**src/rtl/salamander_pkg.sv**
```systemverilog
// rtl/salamander_pkg.sv - shared fetch types, default widths and the HALT opcode
package salamander_pkg;

    localparam int DEF_ADDR_W = 5;
    localparam int DEF_INSTR_W = 8;
    localparam logic [7:0] DEF_HALT_OPCODE = 8'hFF;

    typedef enum logic [2:0] {
        IDLE,
        FETCH,
        HOLD,
        HALTED,
        ERROR
    } fetch_state_t;

endpackage

```
**src/rtl/fetch_unit.sv**
```systemverilog
// rtl/fetch_unit.sv - instruction fetch sequencer between the PC and decode
module fetch_unit
    import salamander_pkg::*;
#(
    parameter int ADDR_W = DEF_ADDR_W,
    parameter int INSTR_W = DEF_INSTR_W,
    parameter logic [INSTR_W-1:0] HALT_OPCODE = INSTR_W'(DEF_HALT_OPCODE),
    parameter int TIMEOUT = 15
) (
    input  logic               clk,
    input  logic               rstn,
    input  logic               en,
    input  logic [ADDR_W-1:0]  pc_val,
    output logic               pc_inc,
    output logic               mem_req,
    output logic [ADDR_W-1:0]  mem_addr,
    input  logic               mem_ack,
    input  logic [INSTR_W-1:0] mem_rdata,
    output logic               instr_valid,
    input  logic               instr_ready,
    output logic [INSTR_W-1:0] instr_data,
    output logic [ADDR_W-1:0]  instr_addr,
    output logic               halted,
    output logic               fetch_err
);

    localparam int CNT_W = $clog2(TIMEOUT + 1);
    localparam logic [CNT_W-1:0] CNT_LIMIT = CNT_W'(TIMEOUT);

    fetch_state_t state;
    fetch_state_t state_next;
    logic [CNT_W-1:0] wait_cnt;

    logic timed_out;
    logic handshake;

    assign timed_out = (state == FETCH) && !mem_ack && (wait_cnt == CNT_LIMIT);
    assign handshake = (state == HOLD) && instr_ready;

    always_ff @(posedge clk) begin
        if (!rstn) begin
            state      <= IDLE;
            wait_cnt   <= '0;
            instr_data <= '0;
            instr_addr <= '0;
            halted     <= 1'b0;
            fetch_err  <= 1'b0;
        end else begin
            state <= state_next;
            // Counter idles at zero outside FETCH, so every fetch starts from a clean count
            if (state != FETCH) begin
                wait_cnt <= '0;
            end else if (!mem_ack && wait_cnt != CNT_LIMIT) begin
                wait_cnt <= wait_cnt + CNT_W'(1);
            end
            if (state == FETCH && mem_ack) begin
                instr_data <= mem_rdata;
                instr_addr <= pc_val;
            end
            if (handshake && instr_data == HALT_OPCODE) begin
                halted <= 1'b1;
            end
            if (timed_out) begin
                fetch_err <= 1'b1;
            end
        end
    end

    always_comb begin
        state_next  = state;
        mem_req     = 1'b0;
        mem_addr    = '0;
        pc_inc      = 1'b0;
        instr_valid = 1'b0;
        case (state)
            IDLE: begin
                if (en) begin
                    state_next = FETCH;
                end
            end
            FETCH: begin
                mem_req  = 1'b1;
                mem_addr = pc_val;
                if (mem_ack) begin
                    // The PC stays on a HALT so it still points at it afterwards
                    pc_inc     = (mem_rdata != HALT_OPCODE);
                    state_next = HOLD;
                end else if (timed_out) begin
                    state_next = ERROR;
                end
            end
            HOLD: begin
                instr_valid = 1'b1;
                if (handshake) begin
                    if (instr_data == HALT_OPCODE) begin
                        state_next = HALTED;
                    end else if (en) begin
                        state_next = FETCH;
                    end else begin
                        state_next = IDLE;
                    end
                end
            end
            HALTED: state_next = HALTED;
            ERROR: state_next = ERROR;
            default: state_next = IDLE;
        endcase
    end

endmodule
```
**config.mk**
```make
export PLATFORM = sky130hd
export DESIGN_NAME = fetch_unit
export DESIGN_NICKNAME = d
export VERILOG_FILES = /design/src/rtl/salamander_pkg.sv /design/src/rtl/fetch_unit.sv
export SDC_FILE = /design/constraint.sdc
export NUM_CORES = 1
export LEC_CHECK = 0
export CAP_MARGIN = 30
export CORE_MARGIN = 2
export CORE_UTILIZATION = 48
export CTS_CLUSTER_SIZE = 30
export DETAILED_ROUTE_END_ITERATION = 8
export DONT_BUFFER_PORTS = 1
export HOLD_SLACK_MARGIN = 0.02
export PLACE_DENSITY = 0.7
export SYNTH_ARGS = -nofsm -noshare
export SYNTH_HDL_FRONTEND = slang
export SYNTH_SLANG_ARGS = --single-unit
```
**constraint.sdc**
```tcl
create_clock -name clk -period 3.1 [get_ports clk]
set_input_delay 0.465 -clock clk [delete_from_list [all_inputs] [get_ports clk]]
set_output_delay 0.465 -clock clk [all_outputs]
set_load 0.05 [all_outputs]
```
Yosys cells after proc, flatten, opt, wreduce, memory -nomap -nowiden
Index checks and enable logic that the tools add are counted.

Bits in registers: 22. Input bits: 18. Output and inout port bits: 23. Word-level logic and storage cells: 42.

$add $sub $neg: 1. Equality and inequality tests: 12. Mux-type cells: 12. Bitwise operators: 1. Reductions and logical operators: 10.

Operator list (count): 3-bit case mux with 5 select lines (1); 3-bit two-way mux (4); 8-bit == test (second input constant) (1); 8-bit inequality test (second input constant) (1); 3-bit by 2-bit == test with 1-bit output (second input constant) (2); 1-bit logical AND (6); 1-bit two-way mux (5); 5-bit two-way mux (1); 4-bit by 1-bit adder with 4-bit output (second input constant) (1); 4-bit == test (second input constant) (1); 2-bit inequality test (second input constant) (2); 4-bit inequality test (second input constant) (1); 3-bit by 1-bit == test with 1-bit output (second input constant) (1); 3-bit == test (second input constant) (1); 3-bit logical NOT (1); 3-bit by 1-bit inequality test with 1-bit output (second input constant) (1); 3-bit inequality test (second input constant) (1); 3-bit AND reduction (1); 2-bit two-way mux (1); 2-bit OR reduction (1); 1-bit logical NOT (1); 1-bit NOT (1).

Depth between registers and ports, before layout
Gate-level depths: netlist (run 1).

Word-level depth: 6. Mapped depth: 5.

Worst setup path after synthesis (run 1)
Ideal clock, no wire load.

Kind: reg-to-output. From: register state[0]. To: output port mem_addr[0]. Arrival time: 1.794 ns. Setup slack: 0.841 ns. Stages on the path, launching flop included: 4. Cells stage by stage: dfxtp_1 > buf_2 > nor3b_2 > and2_1.

Longest elaborated chain between the ends: 2.

Ends and longest elaborated chain: from (decl) (line fetch_unit.sv:30) `fetch_state_t state;`; from (signal assigned) (line fetch_unit.sv:49) `state <= state_next;`; 3-bit by 1-bit == test with 1-bit output (line fetch_unit.sv:75) `case (state)`; 5-bit two-way mux (line fetch_unit.sv:75); to (decl) (line fetch_unit.sv:16) `output logic [ADDR_W-1:0] mem_addr,`.

No other way between the ends.

Final worst setup path (run 1)
Ends and elaborated chain as after synthesis.

==> qor.csv, run 1 <==
stage;metric;value;unit
pwr;p_total;0.000563;W
cts;cts_buffer_depth;2;
cts;clk_latency;0.31;ns
cts;cts_buffers;3;
floorplan;dieArea;2540;um^2
critical_path;ff2ff_path_depth;3;
synth;ys_ff_latch;22;
finish;area_growth;5.44;%
finish;drive_above_1_share;9.17;%
synth;syn_avg_cell_area;8.77;um^2
global_routing;globalRouteMet2Util;29.4;%
job;cap_violations;0;
floorplan;die_h;50.4;um
detailed_routing;routed_via_density;5.56;
critical_path;end_kind;primary output;
pwr;p_int;0.000389;W
hold_path;whs_path_depth;1;
detailed_routing;drt_wl_total;2020;um
timing;max_freq;0.452;GHz
detailed_routing;ant_nets;0;
cts;cts_hold_buf;0;
synth;async_flop_share;0;%
critical_path;cp_slowest_stage_delay;0.51;ns
timing;timing.final.crit_share;71.3;%
critical_path;worstPathArrival;1.75;ns
pwr;p_comb_share;13.2;%
pwr;p_per_area;516;nW/um^2
global_routing;grt_pass1_vias;738;
timing;finClkSkew;0.00156;ns
timing;report.final.slew_viol_count;0;
global_routing;grtUsageTotal;16.8;%
pwr;clkPwrFrac;27.9;%
pwr;vdd_drop_max;0.306;mV
cts;clk_pin_slew_worst_paths;0.12;ns
detailed_routing;drt_iter0_drc;17;
placement;hpwl;1540;um
cts;cts_tree;done;
cts;cts_resized;0;
finish;nNetsFinal;140;
cts;postCtsSetupBuffers;0;
timing;rsz0062_at_grt;no;
synth;synth_edf_count;0;
synth;synth_warnings;0;
hold_path;worstHoldEndpoint;state[1];
global_routing;grt_max_degree;19;
pwr;p_leak;0.387;nW
floorplan;core_area;2000;um^2
cts;cts-root-buf;clkbuf_4;
synth;yosys_most_used_dff;dfxtp_1;
critical_path;path_cells;nor3b_2 > buf_4 > and2_1;
floorplan;die_w;50.4;um
finish;fillCellCount;194;
synth;synth_cells;118;
global_routing;gr-usage-met1;18.0;%
synth;syn-cell-area;1030;um^2
floorplan;rows;16;
placement;gp_congestion;0.743;
floorplan;ios;41;
critical_path;reg2reg_slack;1.47;ns
global_routing;grt_first_pass_wirelength;3210;um
placement;dpl_worst_slack;1.24;ns
detailed_routing;drt_first_pass_iters;3;
global_routing;use_met3;4.76;%
synth;syn_nets;137;
synth;yosys.cell_types.count;32;
detailed_routing;wl_per_cell;13.8;um
placement;portBuffers;0;
critical_path;critPathRequiredTime;2.63;ns
critical_path;startpoint_type;flop;
critical_path;crit_type;reg -> out;
critical_path;slowest_stage;dfxtp_1;
critical_path;reg2reg_to;state[0];
pwr;p_switching;0.000173;W
pwr;seqPwrFrac;58.8;%
timing;setup_violations;0;
global_routing;grt_most_used_layer;met2;
timing;slew_headroom;39.5;%
critical_path;r2r-start;instr_data[0];
timing;setup_ws;0.889;ns
global_routing;overflow;0;
cts;cts_sinks;22;
critical_path;path_max_fanout;11;
pwr;swShare;30.8;%
timing;setup_tns;0;ns
outcome;outcome;complete, no violations;
detailed_routing;drc;0;
hold_path;hold_class;in -> reg;
timing;period_needed;2.21;ns
global_routing;antenna_found_initial;0;
timing;holdWs;0.260;ns
synth;synth.yosys.seq_area_share;42.6;%
hold_path;min_from;instr_ready;
detailed_routing;vias;818;
timing;worst_slew_pin_slew;0.904;ns
timing;hold_violations;0;
finish;diodes;0;
floorplan;start_util;51.7;%
cts;ctsHtreeMaxLevel;1;
==> worst max-delay path: cells and delay by family, from the launching register on <==
family        cells  cell delay [ns]
buf+inv           1             0.24
simple gates      2             0.68
flops             1             0.51
==> sequential cells by signal (all words and copies together), names as in the netlist <==
signal,flops
instr_addr,5
halted,1
wait_cnt,4
state,3
instr_data,8
fetch_err,1
==> synth_stat cells (2+ instances only) <==
| cell | instances | area, um^2 |
|---|---|---|
| buf_6 | 2 | 22.5 |
| a21boi_1 | 10 | 75.1 |
| inv_1 | 3 | 11.3 |
| nand4bb_1 | 3 | 33.8 |
| a21boi_0 | 3 | 22.5 |
| a211oi_1 | 2 | 15.0 |
| nand4_1 | 4 | 25.0 |
| dfxtp_1 | 22 | 440 |
| nor2_1 | 7 | 26.3 |
| nor2b_1 | 4 | 25.0 |
| a21oi_1 | 4 | 20.0 |
| nor3_1 | 3 | 15.0 |
| buf_2 | 2 | 10.0 |
| and2_1 | 5 | 31.3 |
| nand2_1 | 26 | 97.6 |
| nand2b_1 | 2 | 12.5 |
==> cells by family after synthesis <==
group | count (synthesis) | synth area share, %
and+or+nand+nor | 61 | 31.9
adders and majority gates | 1 | 1.21
buffers and inverters | 8 | 4.59
AOI/OAI and AO/OA | 24 | 17.9
xor gates and xnor gates | 1 | 0.847
muxes | 1 | 0.967
DFF | 22 | 42.6
==> worst max path at each step <==
stage,start,endpoint,depth (start not counted)
5_1_grt,state[0],mem_addr[4],3
3_3_place_gp,state[0],mem_addr[0],3
4_1_cts,state[0],mem_addr[0],3
6_report,state[0],mem_addr[0],3
3_5_place_dp,state[0],mem_addr[0],3
2_1_floorplan,state[0],mem_addr[0],3
==> per-layer routing <==
layer / share of wire (%) / vias to the layer above / routed length [um]
li1: - / 414 / -
met1: 43 / 376 / 860
met2: 48 / 24 / 979
met3: 7.0 / 4 / 141
met4: 2.0 / 0 / 40
met5: 0 / - / 0
==> power groups by stage <==
stage | Combinational [W] | Clock (W) | Sequential [W]
after floorplan | 0.0000720 | 0 | 0.000332
after global placement | 0.0000734 | 0 | 0.000337
after detailed placement | 0.0000753 | 0 | 0.000338
after CTS | 0.0000752 | 0.000160 | 0.000331
after global routing | 0.0000814 | 0.000167 | 0.000332
final | 0.0000744 | 0.000157 | 0.000331
==> area by class of cell <==
type                            count  area [um^2]  share of cell area, %
Clock buffer                        4         36.3                   3.33
Multi-Input combinational cell     88          547                   50.1
Tap cell                           27         33.8                   3.10
Inverter                            3         11.3                   1.03
Sequential cell                    22          440                   40.4
Timing Repair Buffer                3         22.5                   2.06
==> cells in the final DEF (no fill, tap or decap), types with 3 or more instances in the layout <==
master / synthesis / layout
nor3_1: 3 / 3
inv_1: 3 / 3
nor2b_1: 4 / 4
dfxtp_1: 22 / 22
nand4_1: 4 / 4
clkbuf_4: 0 / 3
a21boi_0: 3 / 3
nand4bb_1: 3 / 3
and2_1: 5 / 5
nor2_1: 7 / 7
nand2_1: 26 / 26
a21oi_1: 4 / 4
buf_4: 0 / 3
a21boi_1: 10 / 10
==> stage by stage <==
step                      utilization [%]  cell area, um^2  cells
after floorplan                         -             1030    118
after global placement               52.7             1050    143
after detailed placement             52.7             1050    143
after CTS                            54.5             1090    147
after global routing                 54.5             1090    147
final                                54.5             1090    147
No activity file was read; power rests on OpenSTA's default activity.
==> run 2: changes to the inputs <==
- ABC_AREA: not set -> 1
- clock period: 3.1 -> 2.2 ns (I/O delays scaled with it)
==> qor.csv, run 2 <==
stage;metric;value;unit
synth;synth_cells;140;
detailed_routing;drt_iter0_drc;12;
finish;seqCellArea;440;um^2
floorplan;dieArea;2540;um^2
finish;drive_above_1_share;19.9;%
critical_path;crit_type;reg -> out;
detailed_routing;wl_per_cell;11.0;um
critical_path;r2r-start;state[0];
global_routing;grt_pass1_vias;827;
synth;synthTopCellsByArea;dfxtp_1, nor2_1, inv_1, o21ai_0, nand3_1;
detailed_routing;ant_nets;0;
floorplan;rows;16;
outcome;outcome;complete, no violations;
placement;dpl_worst_slack;0.429;ns
synth;ys_ff_latch;22;
placement;gp_congestion;0.810;
detailed_routing;routed_via_density;5.04;
synth;yosys.cell_types.count;22;
timing;max_freq;0.495;GHz
synth;synth.yosys.seq_area_share;42.7;%
synth;async_flop_share;0;%
finish;layout_commonest_cell;nor2_1;
finish;final_cell_mix;nor2_1, dfxtp_1, inv_1, buf_4, nand2_1;
timing;setup_tns;0;ns
global_routing;overflow;0;
detailed_routing;drt_wl_total;2010;um
timing;timing.final.crit_share;91.7;%
floorplan;start_util;51.6;%
synth;yosys.area.top_type;dfxtp_1;
detailed_routing;drt_first_pass_iters;4;
critical_path;worstPathArrival;1.69;ns
timing;report.final.slew_viol_count;0;
floorplan;die_h;50.4;um
cts;ctsHtreeMaxLevel;1;
placement;hpwl;1580;um
synth;syn_nets;159;
timing;setup_violations;0;
synth;synth_top_area_share;42.7;%
synth;synth_warnings;0;
floorplan;core_area;2000;um^2
critical_path;endpoint;pc_inc;
critical_path;reg2reg_slack;0.75;ns
timing;setup_ws;0.182;ns
cts;clk_latency;0.30;ns
finish;diodes;0;
timing;finClkSkew;0.00459;ns
synth;syn_avg_cell_area;7.37;um^2
finish;multi_input_area;500;um^2
pwr;p_per_area;830;nW/um^2
detailed_routing;drc;0;
finish;fillCellCount;195;
finish;largest_reg_flops;8;
critical_path;ff2ff_path_depth;6;
pwr;vdd_drop_max;0.486;mV
floorplan;ios;41;
finish;nNetsFinal;176;
synth;synth_most_common_cell;nor2_1;
finish;top_register;instr_data;
critical_path;critPathRequiredTime;1.87;ns
timing;hold_violations;0;
pwr;p_leak;0.523;nW
cts;cts_buffer_depth;2;
timing;rsz0062_at_grt;no;
hold_path;hold_class;in -> reg;
timing;slew_headroom;65.0;%
global_routing;grt_max_degree;20;
critical_path;reg2reg_to;instr_data[2];
finish;area_growth;17.0;%
job;cap_violations;0;
placement;portBuffers;0;
critical_path;end_kind;primary output;
cts;cts_tree;done;
cts;cts_sinks;22;
synth;yosys_most_used_dff;dfxtp_1;
global_routing;antenna_found_initial;0;
critical_path;startpoint_type;flop;
synth;synth_edf_count;0;
cts;clk_pin_slew_worst_paths;0.12;ns
cts;cts-root-buf;clkbuf_4;
floorplan;die_w;50.4;um
global_routing;grt_first_pass_wirelength;3440;um
timing;period_needed;2.02;ns
finish;reg.largest.list;instr_data x8, instr_addr x5, wait_cnt x4;
synth;syn-cell-area;1030;um^2
global_routing;grtUsageTotal;17.3;%
cts;cts_buffers;3;
critical_path;critPathLaunch;state[0];
timing;worst_slew_pin_slew;0.525;ns
synth;synth_common_cells;nor2_1, dfxtp_1, inv_1;
detailed_routing;vias;923;
critical_path;path_max_fanout;19;
-- run 2: critical path, stage by stage, from the launching register on --
cell and delay [ns]:
dfxtp_1 0.42, inv_2 0.09, nor2_4 0.12, nand2_4 0.11, nor2_8 0.26, o21ai_0 0.16
inv_2 0.22
-- run 2: area by class of cell --
| class | count | area share (%) |
|---|---|---|
| Clock inverter | 1 | 2.49 |
| Tap cell | 27 | 2.80 |
| Multi-Input combinational cell | 97 | 41.5 |
| Timing Repair Buffer | 15 | 9.33 |
| Inverter | 18 | 5.60 |
| Sequential cell | 22 | 36.5 |
| Clock buffer | 3 | 1.87 |
-- run 2: power by group --
| part | internal [W] | switching, W | leakage [nW] |
|---|---|---|---|
| Combinational | 0.0000658 | 0.000171 | 0.316 |
| Sequential | 0.000423 | 0.0000407 | 0.179 |
| Clock | 0.000184 | 0.000118 | 0.0279 |
| Total | 0.000673 | 0.000329 | 0.523 |
-- run 2: how the worst min path moves through the flow --
stage	slack (ns)	cells past startpoint	start	to
2_1_floorplan	0.44	2	wait_cnt[3]	wait_cnt[3]
3_3_place_gp	0.45	2	wait_cnt[3]	wait_cnt[3]
3_5_place_dp	0.46	2	wait_cnt[3]	wait_cnt[3]
4_1_cts	0.14	2	rstn	instr_data[4]
5_1_grt	0.13	2	rstn	instr_data[4]
6_report	0.15	2	rstn	instr_data[5]
-- run 2: metal layers --
metal | global-route usage (%) | share of wire [%] | up-vias | routed length [um]
li1 | - | - | 483 | -
met1 | 23.1 | 47 | 413 | 940
met2 | 27.6 | 47 | 27 | 938
met3 | 4.17 | 6.7 | 0 | 134
met4 | 5.41 | 0 | 0 | 0
met5 | 0 | 0 | - | 0
-- run 2: repair_timing --
item | 4_1_cts | 5_1_grt
buffers inserted | 0 | 0
gates resized for setup | 0 | 1
endpoints found under the setup margin | 0 | 1
hold buffers | 0 | 0
-- run 2: cell families after synthesis --
group	after synthesis	share of synthesized area, %
AO/OA/AOI/OAI	26	14.3
buffers and inverters	21	8.85
AND/OR/NAND/NOR	70	33.0
adder cells (fa/ha/maj)	1	1.21
flip-flops	22	42.7
-- run 2: metrics by stage --
| step | hold slack [ns] | utilization, % | instance area [um^2] | total power (W) | cells |
|---|---|---|---|---|---|
| after global placement | 0.452 | 57.7 | 1150 | 0.000705 | 179 |
| after CTS | 0.136 | 60.3 | 1210 | 0.00101 | 183 |
| after global routing | 0.132 | 60.3 | 1210 | 0.00105 | 183 |
| final | 0.147 | 60.3 | 1210 | 0.00100 | 183 |
| after floorplan | 0.439 | - | 1030 | 0.000661 | 140 |
| after detailed placement | 0.460 | 57.7 | 1150 | 0.000710 | 179 |
==> run 3: changes to the inputs <==
- CORE_MARGIN: 2 -> 3
- CTS_BUF_LIST: not set -> sky130_fd_sc_hd__clkbuf_8 sky130_fd_sc_hd__clkbuf_16
==> qor.csv, run 3 (synthesis results as in run 2) <==
stage;metric;value;unit
timing;setup_violations;0;
cts;clk_pin_slew_worst_paths;0.08;ns
finish;top_register;instr_data;
placement;portBuffers;0;
pwr;p_int;0.000731;W
floorplan;rows;16;
finish;layout_commonest_cell;nor2_1;
placement;hpwl;1690;um
detailed_routing;vias;914;
critical_path;reg2reg_slack;0.75;ns
critical_path;cp_slowest_stage_delay;0.42;ns
finish;final_cell_mix;nor2_1, dfxtp_1, inv_1, buf_4, nand2_1;
floorplan;ios;41;
critical_path;critPathMostFrequentCell;inv_2;
pwr;p_switching;0.000342;W
critical_path;slowest_stage;dfxtp_1;
global_routing;grt_most_used_layer;met2;
cts;cts-root-buf;clkbuf_8;
detailed_routing;wl_per_cell;11.8;um
critical_path;startpoint_type;flop;
pwr;clkPwrFrac;34.7;%
finish;final_design_area_no_fill;1230;um^2
pwr;p_total;0.00107;W
critical_path;reg2reg_to;instr_data[6];
pwr;p_leak;0.531;nW
finish;reg.largest.list;instr_data x8, instr_addr x5, wait_cnt x4;
critical_path;r2r-start;state[0];
placement;place_area;1150;um^2
hold_path;worstHoldEndpoint;instr_data[7];
pwr;vdd_drop_max;0.545;mV
timing;slew_headroom;64.6;%
timing;report.final.slew_viol_count;0;
floorplan;dieArea;2740;um^2
detailed_routing;routed_via_density;4.99;
global_routing;grt_first_pass_wirelength;3600;um
global_routing;grt_max_degree;20;
global_routing;gr-usage-met1;22.1;%
cts;cts_tree;done;
cts;ctsHtreeMaxLevel;1;
global_routing;globalRouteMet2Util;26.9;%
global_routing;grtUsageTotal;17.1;%
hold_path;min_from;rstn;
finish;drive_above_1_share;19.9;%
critical_path;ff2ff_path_depth;6;
floorplan;die_h;52.4;um
hold_path;hold_class;in -> reg;
finish;nNetsFinal;176;
cts;cts_buffers;3;
pwr;p_comb_share;22.1;%
timing;hold_violations;0;
detailed_routing;drt_wl_total;2160;um
detailed_routing;drt_first_pass_iters;4;
timing;setup_tns;0;ns
critical_path;end_kind;primary output;
timing;period_needed;1.97;ns
detailed_routing;drt_iter0_drc;21;
cts;cts_buffer_depth;2;
pwr;p_per_area;875;nW/um^2
pwr;swShare;31.8;%
critical_path;crit_type;reg -> out;
finish;area_growth;18.8;%
critical_path;path_cells;inv_2 > nor2_4 > nand2_4 > nor2_8 > o21ai_0 > inv_2;
placement;gp_congestion;0.847;
finish;diodes;0;
global_routing;grt_pass1_vias;854;
detailed_routing;drc;0;
outcome;outcome;complete, no violations;
timing;worst_slew_pin_slew;0.530;ns
global_routing;antenna_found_initial;0;
critical_path;critPathRequiredTime;1.87;ns
timing;timing.final.crit_share;89.6;%
timing;max_freq;0.508;GHz
detailed_routing;ant_nets;0;
critical_path;worstPathArrival;1.64;ns
cts;clk_latency;0.26;ns
finish;largest_reg_flops;8;
global_routing;overflow;0;
timing;finClkSkew;0.000720;ns
floorplan;die_w;52.4;um
cts;cts_sinks;22;
global_routing;use_met3;5.70;%
hold_path;whs_path_depth;2;
pwr;seqPwrFrac;43.2;%
timing;rsz0062_at_grt;no;
cts;postCtsSetupBuffers;0;
floorplan;core_area;2000;um^2
job;cap_violations;0;
cts;cts_hold_buf;0;
floorplan;start_util;51.6;%
critical_path;path_max_fanout;19;
## run 3: cell counts in the layout (fill, tap and decap cells not counted)
No cell type changed its count.
## run 3: power groups by stage
stage / logic, W / clock network, W / registers, W
CTS: 0.000239 / 0.000381 / 0.000464
global placement: 0.000234 / 0 / 0.000472
floorplan: 0.000142 / 0 / 0.000519
finish: 0.000237 / 0.000372 / 0.000464
detailed placement: 0.000238 / 0 / 0.000473
global route: 0.000255 / 0.000399 / 0.000468
## run 3: worst max-delay path: cells and delay by family (launching register included)
kind | cells | cell delay [ns]
buffers and inverters | 2 | 0.32
AO/OA/AOI/OAI | 1 | 0.16
AND/OR/NAND/NOR | 3 | 0.49
flip-flops | 1 | 0.42
## run 3: worst max path at each step
stage	from	end	slack (ns)	cells past startpoint
finish	state[0]	pc_inc	0.23	6
global route	state[0]	pc_inc	0.08	6
CTS	state[0]	pc_inc	0.13	6
detailed placement	state[0]	pc_inc	0.42	6
global placement	state[0]	pc_inc	0.47	6
floorplan	state[0]	state[1]	0.53	7
## run 3: layout make-up
cell class | count | area, um^2
clock inverter | 1 | 30.0
tap | 27 | 33.8
clock buffer | 3 | 41.3
inverter | 18 | 67.6
timing repair buffer | 15 | 113
sequential | 22 | 440
multi-input combinational | 97 | 500
fill | 191 | 776
## run 3: through the flow
step	util [%]	setup slack, ns	std cells	hold WS (ns)
finish	61.3	0.230	183	0.197
global route	61.3	0.0842	183	0.191
global placement	57.7	0.473	179	0.452
floorplan	-	0.527	140	0.439
CTS	61.3	0.127	183	0.194
detailed placement	57.7	0.421	179	0.457
## run 3: what timing repair did
action	in CTS	in global routing
endpoints found under the hold margin	0	0
endpoints found under the setup margin	0	1
resized for setup	0	1
## run 3: routing by layer
metal	vias up	wire length (um)
li1	484	-
met5	-	0
met3	2	213
met4	0	10
met2	37	967
met1	391	966
